==> src/rtl/bp_pkg.sv <==
// rtl/bp_pkg.sv - shared branch-predictor sizes, queue entry type and history helper
package bp_pkg;

  localparam int GHT_BIT   = 4;
  localparam int BUQ_DEPTH = 8;
  localparam int PC_BIT    = 32;
  localparam int TAG_BIT   = $clog2(BUQ_DEPTH);

  typedef struct packed {
    logic              valid;
    logic              resolved;
    logic              pred;
    logic              taken;
    logic [PC_BIT-1:0] pc;
    logic [GHT_BIT-1:0] ght;
  } buq_entry_t;

  function automatic logic [GHT_BIT-1:0] ght_shift(input logic [GHT_BIT-1:0] ght,
                                                   input logic             taken_bit);
    return {ght[GHT_BIT-2:0], taken_bit};
  endfunction

endpackage

==> src/rtl/branch_update_queue.sv <==
// rtl/branch_update_queue.sv - in-order branch update queue feeding the GAS update port
// Optional retire/mispredict statistics counters under BUQ_STATS_EN.
module branch_update_queue
  import bp_pkg::*;
(
  input  logic               clock,
  input  logic               reset,
  input  logic               enable,
  input  logic               alloc_valid,
  input  logic [PC_BIT-1:0]  alloc_pc,
  input  logic               alloc_pred,
  input  logic [GHT_BIT-1:0] alloc_ght,
  output logic               alloc_ready,
  output logic [TAG_BIT-1:0] alloc_tag,
  input  logic               resolve_valid,
  input  logic [TAG_BIT-1:0] resolve_tag,
  input  logic               resolve_taken,
  output logic               upd_valid,
  output logic [PC_BIT-1:0]  upd_pc,
  output logic               upd_taken,
  output logic               mispredict,
  output logic [TAG_BIT-1:0] mispredict_tag,
  output logic [GHT_BIT-1:0] recover_ght,
  output logic [TAG_BIT:0]   count,
  output logic               full,
`ifdef BUQ_STATS_EN
  output logic [31:0]        retire_cnt,
  output logic [31:0]        mispred_cnt,
`endif
  output logic               empty
);

  localparam int CNT_BIT = TAG_BIT + 1;

  buq_entry_t         entries_q [BUQ_DEPTH];
  buq_entry_t         entries_d [BUQ_DEPTH];
  logic [TAG_BIT-1:0] head_q, head_d, tail_q, tail_d;
  logic [CNT_BIT-1:0] count_q, count_d;
  logic               upd_valid_q, upd_valid_d, upd_taken_q, upd_taken_d;
  logic [PC_BIT-1:0]  upd_pc_q, upd_pc_d;
  logic               mp_q, mp_d;
  logic [TAG_BIT-1:0] mp_tag_q, mp_tag_d;
  logic [GHT_BIT-1:0] recover_q, recover_d;

  buq_entry_t         res_e, head_e;
  logic               res_ok, mp_now, push, pop;
  logic [TAG_BIT-1:0] res_age;

  assign res_e       = entries_q[resolve_tag];
  assign head_e      = entries_q[head_q];
  assign res_ok      = enable & resolve_valid & res_e.valid & ~res_e.resolved;
  assign mp_now      = res_ok & (resolve_taken != res_e.pred);
  assign full        = (count_q == CNT_BIT'(BUQ_DEPTH));
  assign empty       = (count_q == '0);
  assign alloc_ready = enable & ~full & ~mp_now;
  assign alloc_tag   = tail_q;
  assign push        = alloc_valid & alloc_ready;
  assign pop         = enable & head_e.valid & head_e.resolved;
  // Age relative to head orders entries in program order across the wrap.
  assign res_age     = resolve_tag - head_q;

  always_comb begin
    entries_d   = entries_q;
    head_d      = head_q;
    tail_d      = tail_q;
    count_d     = count_q;
    upd_valid_d = 1'b0;
    upd_pc_d    = upd_pc_q;
    upd_taken_d = upd_taken_q;
    mp_d        = 1'b0;
    mp_tag_d    = mp_tag_q;
    recover_d   = recover_q;

    if (pop) begin
      upd_valid_d              = 1'b1;
      upd_pc_d                 = head_e.pc;
      upd_taken_d              = head_e.taken;
      entries_d[head_q].valid  = 1'b0;
      head_d                   = head_q + 1'b1;
    end

    if (res_ok) begin
      entries_d[resolve_tag].resolved = 1'b1;
      entries_d[resolve_tag].taken    = resolve_taken;
    end

    if (mp_now) begin
      for (int i = 0; i < BUQ_DEPTH; i++) begin
        if ((TAG_BIT'(i) - head_q) > res_age) entries_d[i].valid = 1'b0;
      end
      tail_d    = resolve_tag + 1'b1;
      count_d   = CNT_BIT'(res_age) + CNT_BIT'(1) - CNT_BIT'(pop);
      mp_d      = 1'b1;
      mp_tag_d  = resolve_tag;
      recover_d = ght_shift(res_e.ght, resolve_taken);
    end else begin
      if (push) begin
        entries_d[tail_q] = '{valid: 1'b1, resolved: 1'b0, pred: alloc_pred, taken: 1'b0,
                              pc: alloc_pc, ght: alloc_ght};
        tail_d            = tail_q + 1'b1;
      end
      count_d = count_q + CNT_BIT'(push) - CNT_BIT'(pop);
    end
  end

  always_ff @(posedge clock or posedge reset) begin
    if (reset) begin
      for (int i = 0; i < BUQ_DEPTH; i++) entries_q[i] <= '0;
      head_q      <= '0;
      tail_q      <= '0;
      count_q     <= '0;
      upd_valid_q <= 1'b0;
      upd_pc_q    <= '0;
      upd_taken_q <= 1'b0;
      mp_q        <= 1'b0;
      mp_tag_q    <= '0;
      recover_q   <= '0;
    end else begin
      entries_q   <= entries_d;
      head_q      <= head_d;
      tail_q      <= tail_d;
      count_q     <= count_d;
      upd_valid_q <= upd_valid_d;
      upd_pc_q    <= upd_pc_d;
      upd_taken_q <= upd_taken_d;
      mp_q        <= mp_d;
      mp_tag_q    <= mp_tag_d;
      recover_q   <= recover_d;
    end
  end

  assign upd_valid      = upd_valid_q;
  assign upd_pc         = upd_pc_q;
  assign upd_taken      = upd_taken_q;
  assign mispredict     = mp_q;
  assign mispredict_tag = mp_tag_q;
  assign recover_ght    = recover_q;
  assign count          = count_q;

`ifdef BUQ_STATS_EN
  logic [31:0] retire_cnt_q, mispred_cnt_q;

  // Both counters stick at all-ones rather than wrapping.
  always_ff @(posedge clock or posedge reset) begin
    if (reset) begin
      retire_cnt_q  <= '0;
      mispred_cnt_q <= '0;
    end else begin
      if (pop && (retire_cnt_q != '1))     retire_cnt_q  <= retire_cnt_q + 32'd1;
      if (mp_now && (mispred_cnt_q != '1)) mispred_cnt_q <= mispred_cnt_q + 32'd1;
    end
  end

  assign retire_cnt  = retire_cnt_q;
  assign mispred_cnt = mispred_cnt_q;
`endif

endmodule

==> config.mk <==
export PLATFORM = sky130hd
export DESIGN_NAME = branch_update_queue
export DESIGN_NICKNAME = d
export VERILOG_FILES = /design/src/rtl/bp_pkg.sv /design/src/rtl/branch_update_queue.sv
export SDC_FILE = /design/constraint.sdc
export NUM_CORES = 1
export LEC_CHECK = 0
export BUFFER_PORTS_ARGS = -buffer_cell sky130_fd_sc_hd__buf_2
export CORE_MARGIN = 3
export CORE_UTILIZATION = 45
export CTS_CLUSTER_SIZE = 16
export DETAILED_ROUTE_END_ITERATION = 10
export MAX_ROUTING_LAYER = met4
export PLACE_DENSITY = 0.61
export SYNTH_ARGS = -nofsm -noshare
export SYNTH_HDL_FRONTEND = slang
export SYNTH_SLANG_ARGS = --single-unit
==> constraint.sdc <==
create_clock -name clock -period 21 [get_ports clock]
set_input_delay 4.2 -clock clock [delete_from_list [all_inputs] [get_ports clock]]
set_output_delay 4.2 -clock clock [all_outputs]
set_load 0.01 [all_outputs]
==> flow_summary.ini, run 1 <==
[timing]
setup_tns_ps = 0
final_max_slew_viol_count = 0
hold_viol = 0
min_period_over_period = 0.503
tightest_slew_ps = 1020
relSlewSlack = 0.323
worst_slack_ps = 10430
setup_viol_count_final = 0
finalCriticalPeriod_ps = 10570
skew_ps = 12.5
fmax_ghz = 0.0946
rsz0062_at_grt = no

[pwr]
peakVddDrop_mv = 0.0692
sw_frac_of_total = 0.363
power.internal_uw = 2030
switchingPower_uw = 1160
power_frac_clock = 0.214
pwr_density_cell_nw_per_um2 = 154
combinationalPowerShare = 0.391
seq_power_share = 0.395
leakagePower_uw = 0.00926

[drt]
drc = 0
routed_wl_mm = 44.6
first_pass_iters = 4
postRouteAntennaNets = 0
viasPerCell = 5.38
drt-initial-drc-count = 582
wl_per_cell_um = 20.4
vias = 11700

[flow_run]
drv_cap = 0

[finish]
synthToLayoutAreaGrowth_pct = 10.8
antennaDiodeCount = 0
nNetsFinal = 1694
layout-drive-gt1-share = 0.201
finish.utilization = 0.507

[clocking]
hold_buffers = 0
cts.path.max_buffers = 3
htree_num_levels = 2
post-cts-setup-buffer-count = 0
cts.sinks = 364
clk_latency_ps = 540
cts_tree = built
cts.repair.resized = 0
clk_pin_slew_worst_paths_ps = 60
cts-root-buf = clkbuf_16
cts_buffers = 40

[grt]
grt_pass1_wl_mm = 72.5
grt_start_max_net_pins = 177
antenna_found_initial = 0
overflow = 0
gr-usage-all-layers = 0.214
grt_pass1_vias = 12500

[setup_path]
crit_arrival_ps = 6370
required_ps = 16800
reg2regPathDepth = 11
rrSetupSlack_ps = 16950
reg2reg_from = head_q[0]
cp_cell_sequence = buf_2, inv_1, mux4_2, o211ai_4, nor3_4, buf_4, nor2_1, buf_2
worstSetupPathType = primary input to output pin
critPathMaxStageDelay_ps = 530
start_kind = primary input
worstReg2RegEnd = count[2]
cpMaxStageDelayCell = buf_2
end_kind = output pin
path_common_cell = buf_2
crit_fanout = 33

[yosys]
synth_fp_nets = 1632
ys_types = 68
ys_ff_latch = 364
synth_most_common_cell = dfrtp_1
async_flop_share = 1.00
syn-cell-area_um2 = 18700
synth-edff-count = 0
synth_top_area_frac = 0.487
ys_top_cells_by_area = dfrtp_1, mux2i_1, mux4_2, inv_1, o31ai_4
syn_avg_cell_area_um2 = 12.0
yosysTopAreaCell = dfrtp_1
netlist_instances = 1554
ys_seq_area_frac = 0.487
yosys_warnings = 0
synth_flop_cell = dfrtp_1
synth_common_cells = dfrtp_1, inv_1, mux2i_1

[placed_design]
gp_congestion = 0.773
io_buffers = 96
dp_hpwl_mm = 24.6
preCtsSetupSlack_ps = 10450

[outcome]
outcome = complete, no violations

[floorplan]
start_util = 0.457
dieArea_um2 = 44100
boundaryPins = 98
num_rows = 74
die-height_um = 210
core_region_area_um2 = 40900
die_w_um = 210

[worst_hold_path]
hold_end = recover_ght[2]
min_delay_path_depth = 1
min_from = recover_ght[2]
hold_path_class = flop to flop
state kept, by name (all words and copies together), names as in the netlist:
| register | cells |
|---|---|
| mispredict_tag | 3 |
| alloc_tag | 3 |
| count | 4 |
| upd_pc | 32 |
| recover_ght | 4 |
| upd_taken | 1 |
| entries_q | 312 |
| mispredict | 1 |
| upd_valid | 1 |
| head_q | 3 |
critical path: cells and delay by family:
family	cells	cell delay [ps]
AOI/OAI and AO/OA	1	100
buffers and inverters	4	1300
and+or+nand+nor	2	280
muxes	1	470
layout make-up:
| class | count | area [um2] |
|---|---|---|
| Fill cell | 3665 | 20200 |
| Sequential cell | 364 | 9120 |
| Multi-Input combinational cell | 791 | 7900 |
| Clock buffer | 61 | 1160 |
| Inverter | 301 | 1140 |
| Tap cell | 532 | 666 |
| Timing Repair Buffer | 118 | 658 |
| Clock inverter | 12 | 92.6 |
cells by family after synthesis:
group                    count (synthesis)  share of synthesized area
AO/OA/AOI/OAI                          161                     0.0840
XOR/XNOR                                12                    0.00561
buffers and inverters                  399                     0.0946
flip-flops                             364                      0.487
multiplexers                           387                      0.256
AND/OR/NAND/NOR                        199                     0.0507
adder cells (fa/ha/maj)                 32                     0.0222
power by group through the flow:
stage	logic (uW)	clock network (uW)	registers, uW
2_1_floorplan	981	0	1200
3_3_place_gp	1210	0	1260
3_5_place_dp	1250	0	1270
4_1_cts	1260	697	1260
5_1_grt	1410	726	1310
6_report	1250	681	1260
layout by cell type, fill, tap and decap left out, types with 5 or more instances in the layout:
| master | count |
|---|---|
| dfrtp_1 | 361 |
| inv_1 | 299 |
| mux2i_1 | 286 |
| buf_2 | 96 |
| nand2_1 | 85 |
| mux4_2 | 71 |
| nor2_1 | 49 |
| clkbuf_16 | 41 |
| a31oi_1 | 40 |
| ha_1 | 30 |
| o31ai_4 | 29 |
| mux2_2 | 23 |
| buf_4 | 21 |
| o21ai_0 | 16 |
| a21oi_1 | 15 |
| nand3_1 | 15 |
| clkbuf_1 | 14 |
| nor4_1 | 9 |
| o31ai_1 | 9 |
| clkinv_2 | 9 |
| nor2b_1 | 8 |
| o21a_1 | 8 |
| o21bai_1 | 8 |
| mux2_1 | 7 |
| xnor2_1 | 6 |
| xor2_1 | 6 |
| clkbuf_8 | 6 |
| and2_1 | 5 |
| a31oi_4 | 5 |
layer usage:
metal | share of wire | vias up | global-route usage
met4 | 0.022 | 0 | 0.0499
met5 | 0 | - | -
met1 | 0.47 | 6077 | 0.295
li1 | - | 5388 | -
met2 | 0.47 | 192 | 0.341
met3 | 0.033 | 73 | 0.0284
metrics by stage:
stage	instance area (um2)	std cells	power [uW]	hold WS [ps]
floorplan	18700	1554	2180	449
global placement	19500	2106	2470	464
detailed placement	19500	2106	2520	473
CTS	20700	2179	3220	487
global route	20700	2179	3440	505
finish	20700	2179	3190	481
worst max-delay path by stage:
stage / slack [ps] / end / from
floorplan: 6700 / alloc_tag[0] / reset
global placement: 10490 / alloc_ready / resolve_tag[1]
detailed placement: 10450 / alloc_ready / resolve_tag[1]
CTS: 10450 / alloc_ready / resolve_tag[1]
global route: 10310 / alloc_ready / resolve_tag[1]
finish: 10430 / alloc_ready / resolve_tag[1]
No activity file was read; power rests on OpenSTA's default activity.
==> run 2: changes to the inputs <==
--- a/config.mk
+++ b/config.mk
@@ -11,7 +11,7 @@
 export CTS_CLUSTER_SIZE = 16
 export DETAILED_ROUTE_END_ITERATION = 10
 export MAX_ROUTING_LAYER = met4
-export PLACE_DENSITY = 0.61
+export PLACE_DENSITY = 0.63
 export SYNTH_ARGS = -nofsm -noshare
 export SYNTH_HDL_FRONTEND = slang
 export SYNTH_SLANG_ARGS = --single-unit
==> constraint.sdc (replaced) <==
create_clock -name clock -period 8.9 [get_ports clock]
set_input_delay 1.78 -clock clock [delete_from_list [all_inputs] [get_ports clock]]
set_output_delay 1.78 -clock clock [all_outputs]
set_load 0.01 [all_outputs]
==> run 2 against run 1 <==
Cell count barely moved; count of clock-buffer cells in the layout increased by 3; clock power increased by 140%; global-route usage down 0.14 points; hold slack worse by 5.0 ps; sequential power rose by 140%; largest cell class unchanged; critical path depth shrank 1.
==> flow_summary.ini, run 2 (synthesis gave the netlist of run 1 again) <==
[finish]
n_fill_cell = 3642
final_cell_mix = dfrtp_1, inv_1, mux2i_1
layout-drive-gt1-share = 0.203
nNetsFinal = 1697
largest_register = entries_q
final_common_cell = dfrtp_1
synthToLayoutAreaGrowth_pct = 11.0
antennaDiodeCount = 0
largest_register_ffs = 312

[flow_run]
drv_cap = 0

[grt]
antenna_found_initial = 0
overflow = 0
gr-usage-all-layers = 0.212
grt_pass1_vias = 12500
grt_start_max_net_pins = 82
grt_pass1_wl_mm = 71.9

[clocking]
cts_buffers = 39
hold_buffers = 0
cts-root-buf = clkbuf_16
post-cts-setup-buffer-count = 0
cts.repair.resized = 0
cts.path.max_buffers = 3
clk_latency_ps = 540
clk_pin_slew_worst_paths_ps = 60
htree_num_levels = 2
cts_tree = built
cts.sinks = 364

[timing]
skew_ps = 18.5
fmax_ghz = 0.171
setup_tns_ps = 0
final_max_slew_viol_count = 0
relSlewSlack = 0.259
setup_viol_count_final = 0
fin_hold_ws_ps = 476
min_period_over_period = 0.659
tightest_slew_ps = 1100
finalCriticalPeriod_ps = 5860
hold_viol = 0
rsz0062_at_grt = no

[pwr]
leakagePower_uw = 0.00927
peakVddDrop_mv = 0.142
pwr_density_cell_nw_per_um2 = 362

[floorplan]
boundaryPins = 98
die_w_um = 210
start_util = 0.457
num_rows = 74
core_region_area_um2 = 40900
dieArea_um2 = 44100
die-height_um = 210

[drt]
drt-initial-drc-count = 788
wl_per_cell_um = 20.4
first_pass_iters = 5
postRouteAntennaNets = 0
viasPerCell = 5.34
routed_wl_mm = 44.4
drc = 0
vias = 11700

[setup_path]
startpoint = resolve_tag[1]
crit_fanout = 33
crit_arrival_ps = 4080
cp.depth = 7
end_kind = output pin
cpMaxStageDelayCell = a21oi_4
worstReg2RegEnd = count[2]
required_ps = 7120
rrSetupSlack_ps = 5020
path_common_cell = buf_2
reg2regPathDepth = 9
worstSetupPathType = primary input to output pin
start_kind = primary input
crit_end = alloc_ready
reg2reg_from = head_q[0]
cp.buffers_inverters = 2
cp_cell_sequence = buf_2, or4bb_1, and4_4, a21oi_4, nor3_4, nor2_1, buf_2
critPathMaxStageDelay_ps = 730
critical_path.top_delay_family = simple AND/OR/NAND/NOR gates

[placed_design]
gp_congestion = 0.816
io_buffers = 96
dp_hpwl_mm = 26.2

[worst_hold_path]
hold_path_class = flop to flop

[outcome]
outcome = complete, no violations
## run 2: routing by layer
metal	track usage	share of wire	vias up
li1	-	-	5387
met1	0.295	0.47	6031
met2	0.341	0.48	181
met3	0.0274	0.035	51
met4	0.0441	0.015	0
met5	-	0	-
## run 2: how the worst min path moves through the flow
stage	start	to	slack [ps]	cells after the start
2_1_floorplan	entries_q[317]	entries_q[317]	450	1
3_3_place_gp	entries_q[317]	entries_q[317]	460	1
3_5_place_dp	entries_q[317]	entries_q[317]	470	1
4_1_cts	entries_q[317]	entries_q[317]	480	1
5_1_grt	entries_q[317]	entries_q[317]	500	1
6_report	entries_q[317]	entries_q[317]	480	1
## run 2: metrics by stage
step                utilization  setup WS, ps  total power (uW)  instance area, um2  cells
floorplan                     -          2240              5150               18700   1554
global placement          0.476          2990              5820               19500   2110
detailed placement        0.476          2950              5950               19500   2110
finish                    0.508          3040              7520               20800   2181
CTS                       0.508          3050              7600               20800   2181
global route              0.508          2910              8090               20800   2181
## run 2: where the power goes
| group | internal, uW | switching [uW] | leakage (uW) | total (uW) |
|---|---|---|---|---|
| Sequential | 2460 | 549 | 0.00405 | 3000 |
| Clock | 960 | 663 | 0.000631 | 1620 |
| Combinational | 1400 | 1490 | 0.00460 | 2890 |
| Total | 4810 | 2700 | 0.00927 | 7520 |
## run 2: layout make-up
| class | instances | area, um2 | area share |
|---|---|---|---|
| clock buffers | 64 | 1210 | 0.0583 |
| multi-input cells | 791 | 7900 | 0.380 |
| flip-flops and latches | 364 | 9120 | 0.439 |
| repair buffers | 122 | 676 | 0.0325 |
| well taps | 532 | 666 | 0.0320 |
| clock inverters | 7 | 77.6 | 0.00373 |
| inverters | 301 | 1130 | 0.0545 |
==> run 3: changes to the inputs <==
--- a/config.mk
+++ b/config.mk
@@ -11,7 +11,7 @@
 export CTS_CLUSTER_SIZE = 16
 export DETAILED_ROUTE_END_ITERATION = 10
 export MAX_ROUTING_LAYER = met4
-export PLACE_DENSITY = 0.63
+export PLACE_DENSITY = 0.61
 export SYNTH_ARGS = -nofsm -noshare
 export SYNTH_HDL_FRONTEND = slang
 export SYNTH_SLANG_ARGS = --single-unit
==> constraint.sdc (replaced) <==
create_clock -name clock -period 6 [get_ports clock]
set_input_delay 1.2 -clock clock [delete_from_list [all_inputs] [get_ports clock]]
set_output_delay 1.2 -clock clock [all_outputs]
set_load 0.01 [all_outputs]
==> run 3 against run 2 <==
Sequential cell count unchanged; cell count rose by 0.37%; count of clock-buffer cells in the layout grew 1; sequential share of layout area shrank 0.46 points; cell area is 1.1% higher; routed wire length up 1.2%; global-route usage increased by 0.091 points; power is 51% higher; first-iteration DRC count down 12%; core utilization rose by 0.54 points; critical endpoint unchanged.
==> flow_summary.ini, run 3 (synthesis gave the netlist of run 1 again) <==
[setup_path]
cpMaxStageDelayCell = mux4_2
cp.buffers_inverters = 3
required_ps = 4800
cp.depth = 8
reg2regPathDepth = 10
end_kind = output pin
reg2reg_from = head_q[1]
start_kind = primary input
worstSetupPathType = primary input to output pin
crit_fanout = 28
cp_cell_sequence = buf_2, mux4_2, o221a_2, o211ai_4, nor3_4, buf_4, nor2_1, buf_2
crit_arrival_ps = 3570
rrSetupSlack_ps = 2380
worstReg2RegEnd = count[2]
path_common_cell = buf_2
critPathMaxStageDelay_ps = 600
critical_path.top_delay_family = buffers and inverters

[finish]
antennaDiodeCount = 0
regArea_um2 = 9120
synthToLayoutAreaGrowth_pct = 12.2
finish.utilization = 0.513
multiInputGateArea_um2 = 7900
largest_register = entries_q
final_common_cell = dfrtp_1
n_fill_cell = 3591
layout-drive-gt1-share = 0.209
stdcell_count = 2189
design_area_um2 = 21000
nNetsFinal = 1702
largest_register_ffs = 312
final_cell_mix = dfrtp_1, inv_1, mux2i_1

[grt]
antenna_found_initial = 0
overflow = 0
grt_pass1_vias = 12500
gr-usage-all-layers = 0.213
grt_start_max_net_pins = 156
grt_pass1_wl_mm = 72.3

[clocking]
cts_tree = built
cts-root-buf = clkbuf_16
cts.repair.resized = 0
post-cts-setup-buffer-count = 0
htree_num_levels = 2
clk_pin_slew_worst_paths_ps = 60
cts_buffers = 41
cts.path.max_buffers = 3
cts.sinks = 364
clk_latency_ps = 540
hold_buffers = 0

[placed_design]
gp_congestion = 0.785
placedInstanceArea_um2 = 19600
dp_cells = 2113
dp_hpwl_mm = 26.4
io_buffers = 96

[timing]
finalCriticalPeriod_ps = 4770
final_max_slew_viol_count = 0
hold_viol = 0
fmax_ghz = 0.209
skew_ps = 12.0
rsz0062_at_grt = no
relSlewSlack = 0.336
setup_viol_count_final = 0
tightest_slew_ps = 996
min_period_over_period = 0.796

[floorplan]
start_util = 0.457
boundaryPins = 98
core_region_area_um2 = 40900
die_w_um = 210
dieArea_um2 = 44100
num_rows = 74
die-height_um = 210

[worst_hold_path]
hold_end = recover_ght[2]
min_from = recover_ght[2]
min_delay_path_depth = 1
hold_path_class = flop to flop

[drt]
postRouteAntennaNets = 0
viasPerCell = 5.39
drc = 0
drt-initial-drc-count = 693
wl_per_cell_um = 20.5
vias = 11800
first_pass_iters = 4
routed_wl_mm = 44.9

[pwr]
leakagePower_uw = 0.00938
power_uw = 11300
peakVddDrop_mv = 0.333
pwr_density_cell_nw_per_um2 = 540

[outcome]
outcome = complete, no violations

[flow_run]
drv_cap = 0
run 3: worst max-delay path by stage:
stage                         startpoint      endpoint  slack [ps]
final                     resolve_tag[0]   alloc_ready        1230
after global placement    resolve_tag[0]   alloc_ready        1220
after detailed placement  resolve_tag[0]   alloc_ready        1210
after floorplan                    reset  alloc_tag[0]         -80
after CTS                 resolve_tag[0]   alloc_ready        1190
after global routing      resolve_tag[0]   alloc_ready        1110
run 3: final cells by class:
cell class	instances	share of cell area
clock buffers	65	0.0618
clock inverters	11	0.00417
inverters	301	0.0540
multi-input cells	791	0.376
flip-flops and latches	364	0.434
well taps	532	0.0317
repair buffers	125	0.0380
run 3: power by group:
part	internal (uW)	switching (uW)
Combinational	2090	2290
Sequential	3640	794
Clock	1530	1010
Total	7260	4090
run 3: through the flow:
stage	TNS, ps	setup slack, ps	hold WS (ps)
after detailed placement	0	1210	475
final	0	1230	487
after global placement	0	1220	461
after global routing	0	1110	509
after floorplan	-29930	-82.2	449
after CTS	0	1190	488
run 3: routing by layer:
metal  GRT usage  vias to the layer above  wire, um
met2       0.328                      226     20900
met4      0.0543                        0       977
met5           -                        -         0
met3      0.0281                       72      1770
met1       0.304                     6093     21300
li1            -                     5414         -
run 3: worst reg2reg max path, cell delays in order (launching register included):
cell	delay (ps)
dfrtp_2	410
inv_2	80
buf_4	600
mux4_2	450
o2bb2ai_4	140
buf_4	760
inv_1	110
ha_1	220
ha_1	200
ha_1	280
mux2_2	260
